$ cat src/rtl/seq_multiplier_8bit.sv
// Sequential shift-and-add unsigned multiplier: one partial product per clock,
// 2*WIDTH-bit product with a one-cycle done pulse.
module seq_multiplier_8bit #(
  parameter int WIDTH = 8
) (
  input  logic                 clk,
  input  logic                 rst,
  input  logic                 start,
  input  logic [WIDTH-1:0]     numberA,
  input  logic [WIDTH-1:0]     numberB,
  output logic [2*WIDTH-1:0]   product,
  output logic                 busy,
  output logic                 done
);

  localparam logic [1:0] IDLE = 2'd0;
  localparam logic [1:0] CALC = 2'd1;
  localparam logic [1:0] DONE = 2'd2;

  localparam int CW = $clog2(WIDTH + 1);

  logic [1:0]       state;
  logic [WIDTH-1:0] mcand;
  logic [WIDTH-1:0] acc;
  logic [WIDTH-1:0] mq;
  logic [CW-1:0]    count;

  logic [WIDTH-1:0] addend;
  logic [WIDTH-1:0] sum_bits;
  logic             carry;
  logic [WIDTH-1:0] acc_next;
  logic [WIDTH-1:0] mq_next;
  logic             last_step;

  // Ripple-carry adder chain; the carry out is kept and shifted into acc.
  always_comb begin
    addend   = mq[0] ? mcand : '0;
    sum_bits = '0;
    carry    = 1'b0;
    for (int i = 0; i < WIDTH; i++) begin
      sum_bits[i] = acc[i] ^ addend[i] ^ carry;
      carry       = (acc[i] & addend[i]) | (carry & (acc[i] ^ addend[i]));
    end
    acc_next  = {carry, sum_bits[WIDTH-1:1]};
    mq_next   = {sum_bits[0], mq[WIDTH-1:1]};
    last_step = (count == CW'(WIDTH - 1));
  end

  always_comb begin
    busy = (state == CALC);
    done = (state == DONE);
  end

  always_ff @(posedge clk or posedge rst) begin
    if (rst) begin
      state   <= IDLE;
      mcand   <= '0;
      acc     <= '0;
      mq      <= '0;
      count   <= '0;
      product <= '0;
    end else begin
      case (state)
        IDLE: begin
          if (start) begin
            mcand <= numberA;
            mq    <= numberB;
            acc   <= '0;
            count <= '0;
            state <= CALC;
          end
        end
        CALC: begin
          acc   <= acc_next;
          mq    <= mq_next;
          count <= count + 1'b1;
          if (last_step) begin
            product <= {acc_next, mq_next};
            state   <= DONE;
          end
        end
        DONE: begin
          state <= IDLE;
        end
        default: begin
          state <= IDLE;
        end
      endcase
    end
  end

endmodule
$ cat config.mk
export PLATFORM = sky130hd
export DESIGN_NAME = seq_multiplier_8bit
export DESIGN_NICKNAME = d
export VERILOG_FILES = /design/src/rtl/seq_multiplier_8bit.sv
export SDC_FILE = /design/constraint.sdc
export NUM_CORES = 1
export LEC_CHECK = 0
export CAP_MARGIN = 10
export CORE_MARGIN = 4
export CORE_UTILIZATION = 34
export CTS_CLUSTER_SIZE = 12
export DETAILED_ROUTE_END_ITERATION = 8
export PLACE_DENSITY = 0.6
export SKIP_LAST_GASP = 1
export SLEW_MARGIN = 10
export SYNTH_ARGS = -nofsm -noshare
export SYNTH_HDL_FRONTEND = slang
export SYNTH_SLANG_ARGS = --single-unit
export TNS_END_PERCENT = 100
$ cat constraint.sdc
create_clock -name clk -period 5.2 [get_ports clk]
set_input_delay 1.04 -clock clk [delete_from_list [all_inputs] [get_ports clk]]
set_output_delay 1.04 -clock clk [all_outputs]
set_load 0.005 [all_outputs]
==> results.sh <==
export IMPL_status="completed"
export IMPL_globalRouteOverflowTotal=0
export IMPL_slew_violations=0
export IMPL_critPathSlowestCell="nand2b_1"
export IMPL_worstPathRequired_ps=4160
export IMPL_hold_viol_final=0
export IMPL_leakage_nw=1.13
export IMPL_avgSynthCellArea_sq_um=10.9
export IMPL_p_switching_mw=0.568
export IMPL_finClkSkew_ps=8.13
export IMPL_dieArea_sq_mm=0.00744
export IMPL_diodes=0
export IMPL_drt_initial_drc_count=57
export IMPL_postCtsSetupRepairBufs=0
export IMPL_yosysTopAreaCell="dfrtp_1"
export IMPL_worstSetupPathType="register to primary output"
export IMPL_grtUsageMet2_pct=17.4
export IMPL_synth_xor_area_share_pct=0
export IMPL_num_vias=1393
export IMPL_path_clk_slew_ps=90
export IMPL_end_kind="primary output"
export IMPL_pwr_share_seq_pct=40.1
export IMPL_area_growth_pct=24.5
export IMPL_finalCritPeriodShare_pct=70.6
export IMPL_clkLatencyLatePin_ps=300
export IMPL_fmax_mhz=272
export IMPL_cts_buffers_inserted=5
export IMPL_core_sq_mm=0.00592
export IMPL_yosysUniqueCellTypes=29
export IMPL_drc=0
export IMPL_synth_nets=219
export IMPL_num_nets_final=253
export IMPL_fin_crit_ps=3670
export IMPL_pin_count=37
export IMPL_p_per_area_mw_per_mm2=614
export IMPL_synth_adder_area_share_pct=7.93
export IMPL_clockBufferDepth=2
export IMPL_cp_start_kind="register"
export IMPL_postSynthRegisterBits=46
export IMPL_first_global_vias=1385
export IMPL_synth_top_cells_by_area="dfrtp_1 55%, fa_1 6.7%, nand2_1 6.7%"
export IMPL_max_slew_margin_pct=28.6
export IMPL_io_buffers=36
export IMPL_avgViaCountPerCell=4.63
export IMPL_pwr_share_comb_pct=42.9
export IMPL_mappedNetlistArea_sq_mm=0.00208
export IMPL_drive_gt1_share_pct=10.2
export IMPL_crit_chain="nand2b_1 -> clkinv_1 -> clkdlybuf4s50_1"
export IMPL_hpwl_microns=2690
export IMPL_die_y_microns=86.3
export IMPL_h_tree_depth=2
export IMPL_fin_setup_tns_ps=0
export IMPL_cts_tree="yes"
export IMPL_ir_worst_vdd_v=0.000206
export IMPL_switching_share_pct=35.7
export IMPL_synth_top_area_share_pct=55.3
export IMPL_finalPower_mw=1.59
export IMPL_met1_usage_pct=16.9
export IMPL_grt_usage_pct=11.9
export IMPL_synth_cells=191
export IMPL_critical_path_max_stage_delay_ps=820
export IMPL_finalSetupViolCount=0
export IMPL_p_clk_share_pct=16.9
export IMPL_dr_pass1_iters=4
export IMPL_timing_hold_ws_ps=477
export IMPL_grt_max_degree=47
export IMPL_wl_per_cell_microns=13.5
export IMPL_tightest_slew_ps=1070
export IMPL_die_w_microns=86.3
export IMPL_yosysWarnings=0
export IMPL_synth_top_family_by_area="simple AND/OR/NAND/NOR gates"
export IMPL_worstHoldPathType="register to register"
export IMPL_clock_sinks=46
export IMPL_drtAntennaViolNets=0
export IMPL_start_util_pct=35.2
export IMPL_synth_compound_gate_area_share_pct=6.43
export IMPL_cp_arrival_ps=2630
export IMPL_clockRootBuffer="clkbuf_8"
export IMPL_use_met3_pct=3.42
export IMPL_path_max_fanout=26
export IMPL_maxCapViolCount=0
export IMPL_finalWirelength_microns=4070
export IMPL_nFillCells=567
export IMPL_synth_seq_area_share_pct=55.3
export IMPL_gp_congestion=0.758
export IMPL_post_cts_resized=0
export IMPL_grt_busiest_layer="met2"
export IMPL_grt_pass1_wl_microns=6950
export IMPL_synthSimpleGateAreaFrac_pct=14.7
export IMPL_muxShareOfSynthArea_pct=9.31
export IMPL_row_count=28
export IMPL_hold_buffers=0
export IMPL_antenna_found_initial=0
export IMPL_internal_power_mw=1.02
export IMPL_rsz0062_at_grt="no"
[per-layer routing]
layer	routed length, microns	share of wire [%]	vias up
li1	-	-	687
met1	2020	50	672
met2	1800	44	26
met3	183	4.5	8
met4	63	1.5	0
met5	0	0	-
[critical path: cells and delay by family (launching register included)]
kind / cells / cell delay, ps
buffers and inverters: 2 / 1130
flip-flops: 1 / 380
AND/OR/NAND/NOR: 1 / 820
[worst paths after layout]
check	startpoint	end	slack [ps]	cells after the start
setup / recovery	state[1]$_DFFE_PP0P_	busy	1530	3
hold / removal	mcand[4]$_DFFE_PP0P_	mcand[4]$_DFFE_PP0P_	480	2
setup reg to reg	mq[0]$_DFFE_PP0P_	acc[6]$_DFFE_PP0P_	1630	15
hold reg to reg	mcand[4]$_DFFE_PP0P_	mcand[4]$_DFFE_PP0P_	480	2
max in group asynchronous	rst	product[8]$_DFFE_PP0P_	3340	2
min in group asynchronous	rst	product[15]$_DFFE_PP0P_	1260	2
[metrics by stage]
| step | setup slack (ps) | instance area (sq um) | instances | utilization (%) |
|---|---|---|---|---|
| after floorplan | 1730 | 2080 | 191 | - |
| after global placement | 1680 | 2480 | 293 | 41.9 |
| after detailed placement | 1590 | 2480 | 293 | 41.9 |
| after CTS | 1490 | 2590 | 301 | 43.8 |
| after global routing | 1280 | 2590 | 301 | 43.8 |
| final | 1530 | 2590 | 301 | 43.8 |
[power groups by stage]
stage                     combinational, mW  sequential (mW)  clock (mW)
after detailed placement              0.695            0.648           0
final                                 0.684            0.639       0.270
after global placement                0.687            0.642           0
after CTS                             0.702            0.642       0.278
after floorplan                       0.464            0.625           0
after global routing                  0.779            0.666       0.298
[kinds of logic after synthesis]
logic type                 count (synthesis)
AOI/OAI and AO/OA                         22
muxes                                     17
buffers and inverters                     28
adders and majority gates                  9
DFF                                       46
and+or+nand+nor                           69
[synth_stat cells, drive strengths merged]
cell    number
a21oi        2
a22oi        1
and2         3
buf          4
clkbuf       6
clkinv       1
dfrtp       46
fa           7
ha           2
inv         17
mux2        10
mux2i        7
nand2       37
nand2b       1
nand3        9
nand4        1
nor2        14
nor2b        1
nor3         1
nor3b        1
o21a         1
o21ai        8
o21ba        1
o22ai        7
o31ai        2
or3b         1
[cells in the final DEF, fill, tap and decap left out, types with 2 or more instances in the layout]
cell              n
dfrtp_1          46
mux2i_1           7
o31ai_1           2
o22ai_1           7
clkdlybuf4s50_1  36
nor2_1           14
fa_1              7
and2_1            3
nand2_1          37
a21oi_1           2
ha_1              2
inv_1            16
nand3_1           9
mux2_2            7
clkbuf_8          5
mux2_4            3
o21ai_0           8
[final cells by class]
class / instances / area (sq um) / area share [%]
timing repair buffer: 37 / 368 / 14.2
inverter: 18 / 67.6 / 2.61
multi-input combinational: 117 / 800 / 30.8
sequential: 46 / 1150 / 44.4
tap: 75 / 93.8 / 3.62
clock buffer: 5 / 68.8 / 2.65
clock inverter: 3 / 43.8 / 1.69
[registers in the layout, indices dropped and copies added (netlist names)]
| register | cells |
|---|---|
| product | 16 |
| acc | 8 |
| mcand | 8 |
| mq | 8 |
| count | 4 |
| state | 2 |
(Power assumes the default switching activity.)
